**config.mk**
```make
export PLATFORM = sky130hd
export DESIGN_NAME = display_scan_4dig
export DESIGN_NICKNAME = d
export VERILOG_FILES = /design/src/rtl/display_scan_4dig.sv
export SDC_FILE = /design/constraint.sdc
export NUM_CORES = 1
export LEC_CHECK = 0
export CAP_MARGIN = 30
export CELL_PAD_IN_SITES_DETAIL_PLACEMENT = 1
export CELL_PAD_IN_SITES_GLOBAL_PLACEMENT = 1
export CORE_MARGIN = 5
export CORE_UTILIZATION = 38
export CTS_CLUSTER_DIAMETER = 50
export CTS_CLUSTER_SIZE = 12
export DETAILED_ROUTE_END_ITERATION = 10
export PLACE_DENSITY_LB_ADDON = 0.1
export RECOVER_POWER = 25
export SKIP_LAST_GASP = 1
export SYNTH_ARGS = -nofsm -noshare
export SYNTH_HDL_FRONTEND = slang
export SYNTH_SLANG_ARGS = --single-unit
```
**constraint.sdc**
```tcl
create_clock -name clk -period 4.2 [get_ports clk]
set_clock_uncertainty 0.05 [all_clocks]
set_input_delay 0.84 -clock clk [delete_from_list [all_inputs] [get_ports clk]]
set_output_delay 0.84 -clock clk [all_outputs]
set_load 0.1 [all_outputs]
```
**src/rtl/display_scan_4dig.sv**
```systemverilog
// Four-digit multiplexed seven-segment scan driver with a double-buffered frame and dead-time blanking.
// Optional leading-zero blanking is enabled by defining DISPLAY_SCAN_LZB_EN.
module display_scan_4dig #(
   parameter int DIV  = 10000,
   parameter int DEAD = 16
) (
   input  logic        clk,
   input  logic        rst,
   input  logic [15:0] digits_in,
   input  logic [3:0]  dp_in,
   input  logic        load,
   input  logic        blank,
   output logic [7:0]  segmentos,
   output logic [3:0]  sel_seg,
   output logic        frame
);

   localparam int CW = (DIV > 1) ? $clog2(DIV) : 1;
   localparam logic [CW-1:0] CNT_LAST = CW'(DIV - 1);
   localparam logic [CW-1:0] CNT_DEAD = CW'(DEAD);

   logic [CW-1:0] cnt_r;
   logic [1:0]    idx_r;
   logic [15:0]   shadow_dig_r;
   logic [3:0]    shadow_dp_r;
   logic [15:0]   act_dig_r;
   logic [3:0]    act_dp_r;

   logic          wrap_s;
   logic [3:0]    dig_s;
   logic [3:0]    sel_s;
   logic          dp_s;
   logic          hide_s;
   logic [7:0]    seg_nxt_s;
   logic [3:0]    sel_nxt_s;
`ifdef DISPLAY_SCAN_LZB_EN
   logic [3:0]    lz_s;
`endif

   function automatic logic [6:0] glyph(input logic [3:0] v);
      logic [6:0] g;
      case (v)
         4'h0: g = 7'h3F;
         4'h1: g = 7'h06;
         4'h2: g = 7'h5B;
         4'h3: g = 7'h4F;
         4'h4: g = 7'h66;
         4'h5: g = 7'h6D;
         4'h6: g = 7'h7D;
         4'h7: g = 7'h07;
         4'h8: g = 7'h7F;
         4'h9: g = 7'h6F;
         4'hA: g = 7'h77;
         4'hB: g = 7'h7C;
         4'hC: g = 7'h39;
         4'hD: g = 7'h5E;
         4'hE: g = 7'h79;
         4'hF: g = 7'h71;
         default: g = 7'h00;
      endcase
      return g;
   endfunction

   // Select the active digit for the current slot and form the next output values.
   always_comb begin
      wrap_s = (cnt_r == CNT_LAST);
      case (idx_r)
         2'd0: begin dig_s = act_dig_r[3:0];   sel_s = 4'b0001; end
         2'd1: begin dig_s = act_dig_r[7:4];   sel_s = 4'b0010; end
         2'd2: begin dig_s = act_dig_r[11:8];  sel_s = 4'b0100; end
         2'd3: begin dig_s = act_dig_r[15:12]; sel_s = 4'b1000; end
         default: begin dig_s = 4'h0; sel_s = 4'b0000; end
      endcase
      dp_s = act_dp_r[idx_r];
`ifdef DISPLAY_SCAN_LZB_EN
      // A digit is a leading zero only if it and every digit above it are zero; digit 0 always shows.
      lz_s[3] = (act_dig_r[15:12] == 4'h0);
      lz_s[2] = lz_s[3] && (act_dig_r[11:8] == 4'h0);
      lz_s[1] = lz_s[2] && (act_dig_r[7:4] == 4'h0);
      lz_s[0] = 1'b0;
      hide_s  = lz_s[idx_r];
`else
      hide_s  = 1'b0;
`endif
      if (blank || (cnt_r < CNT_DEAD)) begin
         seg_nxt_s = 8'h00;
         sel_nxt_s = 4'b0000;
      end else if (hide_s) begin
         seg_nxt_s = {dp_s, 7'h00};
         sel_nxt_s = dp_s ? sel_s : 4'b0000;
      end else begin
         seg_nxt_s = {dp_s, glyph(dig_s)};
         sel_nxt_s = sel_s;
      end
   end

   // Prescaler, slot index, shadow/active buffers and registered outputs.
   always_ff @(posedge clk) begin
      if (rst) begin
         cnt_r        <= '0;
         idx_r        <= 2'd0;
         shadow_dig_r <= 16'h0000;
         shadow_dp_r  <= 4'h0;
         act_dig_r    <= 16'h0000;
         act_dp_r     <= 4'h0;
         segmentos    <= 8'h00;
         sel_seg      <= 4'b0000;
         frame        <= 1'b0;
      end else begin
         cnt_r <= wrap_s ? '0 : cnt_r + CW'(1);
         if (wrap_s) begin
            idx_r <= idx_r + 2'd1;
         end
         // Frame boundary takes the shadow as it stood before any same-cycle load.
         if (wrap_s && (idx_r == 2'd3)) begin
            act_dig_r <= shadow_dig_r;
            act_dp_r  <= shadow_dp_r;
         end
         if (load) begin
            shadow_dig_r <= digits_in;
            shadow_dp_r  <= dp_in;
         end
         segmentos <= seg_nxt_s;
         sel_seg   <= sel_nxt_s;
         frame     <= (cnt_r == '0) && (idx_r == 2'd0);
      end
   end

endmodule

```
==> qor.yml <==
setup_path:
  reg2reg_from: "idx_r[0]$_SDFFE_PP0N_"
  rr_endpoint: "segmentos[3]$_SDFF_PP0_"
  setup.worst_path.end_class: "register"
  path_cells: "clkdlybuf4s50_1, clkbuf_1, nand2b_1, nor2_1"
  r2r_slack_ns: 1.41
  critPathMaxFanout: 46
  worst-setup-path-type: "input port to register"
  crit_required_ns: 4.36
  cp-start-kind: "input port"
  max_stage_delay_ns: 1.46
  crit_slowest_cell: "clkbuf_1"
  rr_worst_depth: 10
  cp.arrival_ns: 3.48
timing:
  setup_viol: 0
  period_share_pct: 79.1
  max_freq_mhz: 301
  rsz0062_at_grt: "false"
  tns_ns: 0
  slew_violations: 47
  relSlewSlack_pct: -34.3
  finalHoldViolCount: 0
  period_needed_ns: 3.32
  tightest_slew_ns: 2.02
clocking:
  clkTransAtPathRegs_ns: 0.07
  post_cts_buffers: 0
  htreeDepth: 3
  ctsHoldBuffers: 0
  cts_buffers: 9
  cts_sinks: 69
  clkLatencyLatePin_ns: 0.35
  cts-root-buf: "clkbuf_8"
  cts_tree: "done"
  clk_path_buf_depth: 2
  post_cts_resize_count: 0
power_and_ir_drop:
  cell_internal_pwr_mw: 1.04
  power.switching_uw: 294
  power.density_nw_per_um2: 359
  p_seq_share_pct: 50.9
  finalPower_mw: 1.33
  p_sw_share_pct: 22.1
  clkPwrFrac_pct: 43.8
  total_leakage_power_nw: 1.40
  peakVddDrop_v: 0.000176
  pwr-share-comb_pct: 5.4
die:
  num_rows: 32
  initial_utilization_pct: 39.5
  die_w_um: 100
  die_h_um: 100
  fp.coreArea_sq_um: 7810
  die_area_sq_um: 10000
  io_pins: 37
synth:
  syn_area_per_cell_sq_um: 9.29
  seq_area_frac_synth_pct: 44.8
  synthCells: 332
  synth-edff-count: 0
  yosys_warnings: 0
  ys_ff_latch: 69
  synth_cell_type_count: 46
  syn_area_sq_um: 3080
  yosys-top-cells-area: "dfxtp_1 45%, mux2i_1 7.8%, ha_1 6.9%"
  netlist.area_leader.share_pct: 44.8
  synthFlopType: "dfxtp_1"
  synth_top_cell_by_area: "dfxtp_1"
  syn_nets: 373
  async_flop_share_pct: 0
finish:
  area_delta_synth_final_pct: 20.5
  n_fill_cell: 906
  final_nets: 406
  final_layout_size_suffix_gt1_share_pct: 7.03
  finalNonFillerCells: 472
  diodes: 0
drt:
  vias_per_cell: 5.25
  firstDrtPassIters: 4
  dr.first_iter.drc_count: 91
  post_drt_wl_per_cell_um: 15.4
  drc: 0
  ant_nets: 0
  routed_wl_um: 7260
  vias: 2477
worst_hold_path:
  min_from: "shadow_dp_r[3]$_SDFFE_PP0P_"
  hold_end: "act_dp_r[3]$_SDFFE_PP0P_"
  hold_class: "register to register"
  hold_depth: 2
status:
  status: "complete, but fails checks"
  violations: "max-capacitance violations, max-slew violations"
global_route:
  grt_pass1_wl_um: 12200
  antenna_found_initial: 0
  gr-total-overflow: 0
  grt_max_degree: 47
  grt_pass1_vias: 2563
  grt_usage_pct: 15.2
job:
  maxCapViolations: 1
placed_design:
  place_inst: 456
  place_congestion: 0.810
  io_buffers: 36
  dpl.hpwl_um: 5180
==> sequential cells by signal, indices dropped and copies added, names as in the netlist <==
signal,cells
sel_seg,4
act_dig_r,16
idx_r,2
cnt_r,14
frame,1
act_dp_r,4
shadow_dig_r,16
shadow_dp_r,4
segmentos,8
==> worst max-delay path: cells and delay by family <==
family                 cells  cell delay, ns
AND/OR/NAND/NOR            2            0.68
buffers and inverters      2            1.97
==> stage by stage <==
step,area [sq um],utilization (%),hold WS [ns],setup slack (ns)
6_report,3720,47.6,0.427,0.877
5_1_grt,3720,47.6,0.452,0.615
4_1_cts,3720,47.7,0.429,1.40
3_5_place_dp,3510,45.0,0.414,1.48
3_3_place_gp,3510,45.0,0.413,1.53
2_1_floorplan,3080,-,0.396,1.85
==> worst max path at each step <==
stage	from	end	slack, ns	cells after the start
3_3_place_gp	idx_r[0]$_SDFFE_PP0N_	segmentos[0]$_SDFF_PP0_	1.53	9
3_5_place_dp	idx_r[0]$_SDFFE_PP0N_	segmentos[2]$_SDFF_PP0_	1.48	10
6_report	rst	cnt_r[8]$_SDFF_PP0_	0.88	4
2_1_floorplan	idx_r[0]$_SDFFE_PP0N_	segmentos[3]$_SDFF_PP0_	1.85	10
5_1_grt	rst	cnt_r[11]$_SDFF_PP0_	0.61	4
4_1_cts	idx_r[0]$_SDFFE_PP0N_	segmentos[0]$_SDFF_PP0_	1.40	9
==> per-layer routing <==
layer / up-vias / global-route usage, % / wire [um]
met5: - / 0 / 0
met4: 0 / 5.91 / 104
met3: 11 / 3.61 / 229
met2: 41 / 25.3 / 3520
met1: 1187 / 19.1 / 3400
li1: 1238 / - / -
==> logic make-up after synthesis <==
family | share of synthesized area, %
AOI/OAI and AO/OA | 14.8
and+or+nand+nor | 17.0
muxes | 8.52
adders and majority gates | 6.90
xor gates and xnor gates | 3.41
buffers and inverters | 4.58
DFF | 44.8
==> synth_stat cells (2+ instances only) <==
cell,instances
nor3_1,3
buf_1,2
and4_1,2
and2_1,4
o21ai_0,7
nand4_1,3
o21ai_1,17
a22oi_1,2
nand3_1,30
buf_6,3
buf_2,2
a221oi_1,3
nand2_1,6
ha_1,17
nor2b_1,4
a21oi_1,27
nor4_1,3
xnor2_1,9
nor2_1,40
inv_1,12
nor2_2,2
dfxtp_1,69
and3_1,2
a211oi_1,3
xor2_1,3
nand2b_1,2
a222oi_1,3
clkbuf_1,11
mux2i_1,24
==> placed cells by master, fill, tap and decap left out, types with 2 or more instances in the layout <==
cell type	count
clkinv_2	2
clkinv_4	2
o21ai_1	17
nor3_1	3
and3_1	2
nand4_1	3
bufinv_16	2
xor2_1	3
mux2i_1	24
clkbuf_1	3
nor2b_1	4
and4_1	2
a221oi_1	3
xnor2_1	9
nor2_2	2
a211oi_1	3
nor2_1	40
ha_1	17
o21ai_0	7
inv_1	12
clkdlybuf4s50_1	35
a222oi_1	3
nor4_1	3
a21oi_1	27
nand3_1	30
dfxtp_1	69
clkbuf_8	9
buf_4	2
nand2_1	6
a22oi_1	2
and2_1	4
nand2b_1	2
==> final cells by class <==
cell class | count | area [sq um] | share of cell area (%)
Inverter | 13 | 48.8 | 1.31
Tap cell | 102 | 128 | 3.43
Clock buffer | 10 | 128 | 3.43
Timing Repair Buffer | 40 | 383 | 10.3
Multi-Input combinational cell | 232 | 1560 | 42.0
Clock inverter | 6 | 87.6 | 2.36
Sequential cell | 69 | 1380 | 37.2
==> power groups by stage <==
stage	registers, mW	clock network (mW)	logic (mW)
after floorplan	0.698	0	0.0343
after global placement	0.693	0	0.0714
after detailed placement	0.694	0	0.0730
after CTS	0.679	0.598	0.0733
after global routing	0.681	0.634	0.0799
final	0.679	0.584	0.0715
Note: power is estimated with default switching activity, not from simulation.
